==> src/rtl/pito_pkg.sv <==
// Shared types and status-word layout for the barrel-core MVU launcher.
package pito_pkg;

  typedef enum logic [1:0] {
    IDLE   = 2'd0,
    LAUNCH = 2'd1,
    BUSY   = 2'd2
  } mvu_launch_state_e;

  localparam int ST_BUSY_BIT  = 0;
  localparam int ST_EMPTY_BIT = 1;
  localparam int ST_FULL_BIT  = 2;
  localparam int ST_OVF_BIT   = 3;
  localparam int ST_TMO_BIT   = 4;
  localparam int ST_LEVEL_LSB = 8;
  localparam int ST_LEVEL_W   = 8;
  localparam int ST_DONE_LSB  = 16;

  localparam int MVU_DONE_CNT_W = 16;

endpackage

==> src/rtl/rv32_mvu_launch_lane.sv <==
// One hart's MVU launch lane: command FIFO, launch FSM, done counter and status word.
// Optional BUSY watchdog built only when MVU_LAUNCH_TIMEOUT_EN is defined.
//
//  state  | meaning
//  IDLE   | waiting for a queued command
//  LAUNCH | mvu_start high, popped head presented on mvu_command
//  BUSY   | MVU running, waiting for mvu_done (or watchdog)
module rv32_mvu_launch_lane
  import pito_pkg::*;
#(
  parameter int QDEPTH = 4
`ifdef MVU_LAUNCH_TIMEOUT_EN
  , parameter int TIMEOUT_CYCLES = 65536
`endif
) (
  input  logic        clk,
  input  logic        rst_n,
  input  logic        cmd_push,
  input  logic [31:0] cmd_data,
  input  logic        flush,
  input  logic        mvu_done,
  output logic        cmd_full,
  output logic        mvu_start,
  output logic [31:0] mvu_command,
  output logic        mvu_irq,
  output logic [31:0] status
);

  localparam int PTR_W = $clog2(QDEPTH);
  localparam int LVL_W = $clog2(QDEPTH + 1);

  logic [31:0]               mem [QDEPTH];
  logic [PTR_W-1:0]          wr_ptr;
  logic [PTR_W-1:0]          rd_ptr;
  logic [LVL_W-1:0]          level;
  logic                      ovf;
  logic [MVU_DONE_CNT_W-1:0] done_cnt;
  mvu_launch_state_e         state;

  logic empty;
  logic full;
  logic push_ok;
  logic launch;

  assign empty    = (level == '0);
  assign full     = (level == LVL_W'(QDEPTH));
  assign push_ok  = cmd_push & ~full & ~flush;
  // A flush in the same cycle empties the queue, so it also suppresses a launch.
  assign launch   = (state == IDLE) & ~empty & ~flush;
  assign cmd_full = full;

`ifdef MVU_LAUNCH_TIMEOUT_EN
  localparam int TMR_W = $clog2(TIMEOUT_CYCLES);
  logic [TMR_W-1:0] tmr;
  logic             tmo;
  logic             timeout_hit;

  assign timeout_hit = (state == BUSY) & ~mvu_done & (tmr == '0);

  always_ff @(posedge clk or negedge rst_n) begin
    if (!rst_n) begin
      tmr <= '0;
      tmo <= 1'b0;
    end else begin
      if (state == LAUNCH)
        tmr <= TMR_W'(TIMEOUT_CYCLES - 1);
      else if (state == BUSY && tmr != '0)
        tmr <= tmr - TMR_W'(1);
      if (timeout_hit)
        tmo <= 1'b1;
      else if (flush)
        tmo <= 1'b0;
    end
  end
`endif

  always_ff @(posedge clk) begin
    if (push_ok)
      mem[wr_ptr] <= cmd_data;
  end

  always_ff @(posedge clk or negedge rst_n) begin
    if (!rst_n) begin
      wr_ptr      <= '0;
      rd_ptr      <= '0;
      level       <= '0;
      ovf         <= 1'b0;
      done_cnt    <= '0;
      state       <= IDLE;
      mvu_start   <= 1'b0;
      mvu_irq     <= 1'b0;
      mvu_command <= '0;
    end else begin
      mvu_start <= 1'b0;
      mvu_irq   <= 1'b0;

      if (flush) begin
        wr_ptr <= '0;
        rd_ptr <= '0;
        level  <= '0;
        ovf    <= 1'b0;
      end else begin
        if (push_ok)
          wr_ptr <= wr_ptr + PTR_W'(1);
        if (launch)
          rd_ptr <= rd_ptr + PTR_W'(1);
        if (cmd_push && full)
          ovf <= 1'b1;
        case ({push_ok, launch})
          2'b10:   level <= level + LVL_W'(1);
          2'b01:   level <= level - LVL_W'(1);
          default: level <= level;
        endcase
      end

      case (state)
        IDLE: begin
          if (launch) begin
            state       <= LAUNCH;
            mvu_start   <= 1'b1;
            mvu_command <= mem[rd_ptr];
          end
        end
        LAUNCH: state <= BUSY;
        BUSY: begin
          if (mvu_done) begin
            state    <= IDLE;
            mvu_irq  <= 1'b1;
            done_cnt <= done_cnt + MVU_DONE_CNT_W'(1);
          end
`ifdef MVU_LAUNCH_TIMEOUT_EN
          else if (timeout_hit) begin
            state   <= IDLE;
            mvu_irq <= 1'b1;
          end
`endif
        end
        default: state <= IDLE;
      endcase
    end
  end

  always_comb begin
    status                                       = '0;
    status[ST_BUSY_BIT]                          = (state != IDLE);
    status[ST_EMPTY_BIT]                         = empty;
    status[ST_FULL_BIT]                          = full;
    status[ST_OVF_BIT]                           = ovf;
    status[ST_LEVEL_LSB +: ST_LEVEL_W]           = ST_LEVEL_W'(level);
    status[ST_DONE_LSB +: MVU_DONE_CNT_W]        = done_cnt;
`ifdef MVU_LAUNCH_TIMEOUT_EN
    status[ST_TMO_BIT]                           = tmo;
`endif
  end

endmodule

==> src/rtl/rv32_barrel_mvu_launcher.sv <==
// Per-hart queued MVU job launcher: NUM_HARTS independent lanes plus a hart_id-indexed status mux.
// MVU_LAUNCH_TIMEOUT_EN adds the per-lane BUSY watchdog and the TIMEOUT_CYCLES parameter.
module rv32_barrel_mvu_launcher
  import pito_pkg::*;
#(
  parameter int NUM_HARTS      = 8,
  parameter int QDEPTH         = 4,
`ifdef MVU_LAUNCH_TIMEOUT_EN
  parameter int TIMEOUT_CYCLES = 65536,
`endif
  // One spare bit so out-of-range hart ids are representable and read as 0.
  parameter int HART_CNT_WIDTH = $clog2(NUM_HARTS) + 1
) (
  input  logic                      clk,
  input  logic                      rst_n,
  input  logic [NUM_HARTS-1:0]      cmd_push,
  input  logic [32*NUM_HARTS-1:0]   cmd_data,
  output logic [NUM_HARTS-1:0]      cmd_full,
  input  logic [NUM_HARTS-1:0]      flush,
  output logic [NUM_HARTS-1:0]      mvu_start,
  output logic [32*NUM_HARTS-1:0]   mvu_command,
  input  logic [NUM_HARTS-1:0]      mvu_done,
  output logic [NUM_HARTS-1:0]      mvu_irq,
  input  logic [HART_CNT_WIDTH-1:0] hart_id_i,
  output logic [31:0]               status_rdata
);

  logic [31:0] lane_status [NUM_HARTS];

  for (genvar h = 0; h < NUM_HARTS; h++) begin : g_lane
    rv32_mvu_launch_lane #(
      .QDEPTH         (QDEPTH)
`ifdef MVU_LAUNCH_TIMEOUT_EN
      , .TIMEOUT_CYCLES (TIMEOUT_CYCLES)
`endif
    ) u_lane (
      .clk         (clk),
      .rst_n       (rst_n),
      .cmd_push    (cmd_push[h]),
      .cmd_data    (cmd_data[h*32 +: 32]),
      .flush       (flush[h]),
      .mvu_done    (mvu_done[h]),
      .cmd_full    (cmd_full[h]),
      .mvu_start   (mvu_start[h]),
      .mvu_command (mvu_command[h*32 +: 32]),
      .mvu_irq     (mvu_irq[h]),
      .status      (lane_status[h])
    );
  end

  always_comb begin
    status_rdata = '0;
    for (int h = 0; h < NUM_HARTS; h++) begin
      if (hart_id_i == HART_CNT_WIDTH'(h))
        status_rdata = lane_status[h];
    end
  end

endmodule

==> config.mk <==
export PLATFORM = sky130hd
export DESIGN_NAME = rv32_barrel_mvu_launcher
export DESIGN_NICKNAME = d
export VERILOG_FILES = /design/src/rtl/pito_pkg.sv /design/src/rtl/rv32_mvu_launch_lane.sv /design/src/rtl/rv32_barrel_mvu_launcher.sv
export SDC_FILE = /design/constraint.sdc
export NUM_CORES = 1
export LEC_CHECK = 0
export BUFFER_PORTS_ARGS = -buffer_cell sky130_fd_sc_hd__buf_2
export CORE_ASPECT_RATIO = 0.75
export CORE_MARGIN = 2
export CORE_UTILIZATION = 57
export CTS_CLUSTER_SIZE = 25
export DETAILED_ROUTE_END_ITERATION = 12
export GPL_TIMING_DRIVEN = 0
export PLACE_DENSITY = 0.77
export SYNTH_ARGS = -nofsm -noshare
export SYNTH_HDL_FRONTEND = slang
export SYNTH_SLANG_ARGS = --single-unit
==> constraint.sdc <==
create_clock -name clk -period 2.8 [get_ports clk]
set_input_delay 0.56 -clock clk [delete_from_list [all_inputs] [get_ports clk]]
set_output_delay 0.56 -clock clk [all_outputs]
set_load 0.01 [all_outputs]
==> results.md <==
- Worst min path class: primary input to flop
- Overall Global Routing Usage: 0.256
- Vias/cell: 5.75
- Met1 usage: 0.354
- Synth warnings: 0
- Antenna-violating nets left: 0
- Max-slew violations: 0
- Syn_area_per_cell: 18.8 um2
- Clock Latency Late Sink: 0.75 ns
- Fmax: 336 MHz
- CTS root buffer: clkbuf_16
- Clk sinks: 1,504
- Max-cap violations: 0
- Failing checks: negative setup slack
- Slowest-stage cell, CP: dfrtp_2
- Top Ports: 598
- CTS tree: built
- Most common cell after layout, fill and taps aside: edfxtp_1
- Delay-heaviest family, CP: compound AO/OA/AOI/OAI gates
- Fin nets: 4,537
- Cts bufs inserted: 140
- Core Box Area: 0.103 mm2
- Post-synth cell types: 79
- GRT busiest layer: met2
- Peak supply drop: 0.000669 V
- Hold slack: 0.0481 ns
- H-tree Lvls: 4
- 1st-iter DRT viols: 2,789
- Port-buffer cells: 587
- Die width: 377 um
- Post-synth EDFFs: 1,024
- Drt first pass iters: 5
- Setup ws final: -0.174 ns
- Rel. slew slack: 0.364
- DP Worst Slack: -0.431 ns
- Post-synthesis async set-or-reset flop share: 0.319
- Grt ovf: 0
- Synth Instances: 3,167
- Most frequent cells in the layout: edfxtp_1 (1,024), buf_2 (628), dfrtp_1 (450)
- Main synth FF type: edfxtp_1
- Min cycle time layout: 2.97 ns
- Layout cell share with drive strength beyond 1: 0.385
- Pwr Total: 66,600 uW
- Run status: finished, violations left
- Post-DR wirelength/cell: 24.1 um
- CP Cell Sequence: o41ai_2 > a21oi_1 > o221a_4 > a2111oi_4 > buf_6
- Mapped Area: 0.0594 mm2
- Largest net degree at the start of global routing: 111
- Post-synthesis sequential area ratio: 0.720
- Tcrit/Tclk final: 1.06
- DRC Markers: 0
- Max stage delay on crit path: 0.45 ns
- Pwr/cell area: 923 mW/mm2
- Die footprint: 0.107 mm2
- CP bufs+invs: 1
- WL final: 137,000 um
- Crit path kind: flop to output pin
- FP Rows: 102
- Clk buf depth: 3
- Worst Path Max Fanout: 3
- Area Growth Syn to Fin: 21.5%
- Initial Util: 0.575
- Hpwl dp: 86,500 um
- GR Layer Usage met2: 0.399
- Worst-margin pin slew: 0.953 ns
- Via count: 32,694
- Seq cells post-synth: 1,504
- Clock Pin Slew Worst Setup and Hold Paths: 0.06 ns
- Met3 usage in global routing: 0.0727
- Vias in the first global route: 33,551
- First-pass GRT wire length: 207,000 um
- RSZ-0062 raised after global routing: yes
- Setup TNS: -0.362 ns
- Final setup viols: 4
- Crit end category: output pin
- Die Ht: 284 um
- Critical Path RT: 2.24 ns
- RePlAce Congestion: 0.939
- Critical Path AT: 2.41 ns
- Initial antenna violation count: 23
- Layout Skew: 0.0226 ns
- Final hold violations: 0
- Leak Pwr: 0.0272 uW
- Startpoint Class: flop
## power by group
group | total [uW] | switching [uW] | internal (uW) | leakage (uW)
Clock | 18900 | 8280 | 10700 | 0.00221
Combinational | 18000 | 9110 | 8870 | 0.00969
Sequential | 29700 | 2160 | 27500 | 0.0153
## logic make-up after synthesis
family / after synthesis / synth area share
xor+xnor: 152 / 0.0224
flops: 1504 / 0.720
mux: 601 / 0.162
simple gates: 496 / 0.0465
buf+inv: 205 / 0.0197
compound gates: 160 / 0.0188
other cells: 1 / 0.0000631
fa+ha+maj: 48 / 0.0111
## path summary, 6_finish.rpt
path	depth (start not counted)	end	from	slack [ns]
max	5	status_rdata[1]	g_lane[5].u_lane.level[1]	-0.17
min	1	g_lane[2].u_lane.mem[0][12]	cmd_data[76]	0.05
max reg2reg	10	g_lane[7].u_lane.level[2]	g_lane[7].u_lane.level[0]	0.13
min reg2reg	1	g_lane[2].u_lane.done_cnt[15]	g_lane[2].u_lane.done_cnt[15]	0.48
max in group asynchronous	4	g_lane[4].u_lane.mvu_command[3]	rst_n	0.84
min in group asynchronous	2	g_lane[7].u_lane.mvu_command[5]	rst_n	0.38
## through the flow
stage,util,area [um2],cells
CTS,0.696,71800,5661
floorplan,-,59400,3175
global placement,0.621,64100,5114
detailed placement,0.623,64300,5121
global route,0.699,72200,5680
finish,0.699,72200,5682
## layer usage
layer	vias to the layer above	routed length (um)	part of all wire
li1	14333	-	-
met1	16973	56000	0.41
met2	1118	65700	0.48
met3	254	10900	0.080
met4	16	4000	0.029
met5	-	80	0.00059
## final cells by class
class,count,area [um2]
Buffer,173,1100
Fill cell,6490,31100
Multi-Input combinational cell,1466,16000
Tap cell,1352,1690
Clock inverter,60,673
Sequential cell,1504,42800
Inverter,32,124
Antenna cell,12,30.0
Timing Repair Buffer,886,5940
Clock buffer,197,3860
## flip-flops by register name, summed over array words and instances, names as in the netlist
| signal | cells |
|---|---|
| g_lane.u_lane.mvu_irq | 8 |
| g_lane.u_lane.done_cnt | 128 |
| g_lane.u_lane.level | 24 |
| g_lane.u_lane.mvu_start | 8 |
| g_lane.u_lane.wr_ptr | 16 |
| g_lane.u_lane.mem | 1024 |
| g_lane.u_lane.ovf | 8 |
| g_lane.u_lane.mvu_command | 256 |
| g_lane.u_lane.rd_ptr | 16 |
| g_lane.u_lane.state | 16 |
## worst reg2reg max path: stages (launching register included)
cell and delay (ns):
dfrtp_2 0.45, buf_4 0.18, or3_1 0.39, nand2_2 0.14, nor2_4 0.09, buf_6 0.16, and2_1 0.18, fa_2 0.43
a2111oi_4 0.23, o21ai_0 0.12, nor3b_2 0.16
## timing repair
| action | CTS | global route |
|---|---|---|
| gates resized for setup | 83 | 62 |
| pin swaps | 12 | 16 |
| hold endpoints to repair | 1029 | 0 |
| setup endpoints to repair | 21 | 24 |
| hold buffers | 244 | 0 |
| setup buffers | 39 | 9 |
## Yosys cell counts (all sizes together), types with 4 or more instances
| cell | count | share of area |
|---|---|---|
| and2 | 45 | 0.0047 |
| nor4 | 15 | 0.0018 |
| edfxtp | 1024 | 0.52 |
| ha | 40 | 0.0084 |
| inv | 32 | 0.0020 |
| nor3b | 11 | 0.0026 |
| or3 | 7 | 0.00091 |
| buf | 120 | 0.014 |
| a2111oi | 5 | 0.0017 |
| a21o | 8 | 0.0010 |
| xor2 | 48 | 0.0071 |
| and3 | 12 | 0.0013 |
| nor2b | 13 | 0.0014 |
| nor3 | 32 | 0.0033 |
| xnor2 | 104 | 0.015 |
| o22ai | 11 | 0.0012 |
| clkbuf | 53 | 0.0034 |
| mux2i | 60 | 0.010 |
| mux2 | 282 | 0.053 |
| and4 | 7 | 0.0010 |
| nand3 | 43 | 0.0036 |
| or2 | 8 | 0.00088 |
| a211oi | 4 | 0.00051 |
| nand2b | 28 | 0.0029 |
| mux4 | 259 | 0.098 |
| nand4 | 36 | 0.0038 |
| nor2 | 124 | 0.0087 |
| dfrtp | 480 | 0.20 |
| a22o | 10 | 0.0015 |
| a21oi | 56 | 0.0047 |
| fa | 8 | 0.0027 |
| o221ai | 13 | 0.0019 |
| nand2 | 95 | 0.0066 |
| or3b | 5 | 0.00082 |
| o21ai | 24 | 0.0020 |
| nand3b | 6 | 0.00076 |
No activity file was read; power rests on OpenSTA's default activity.
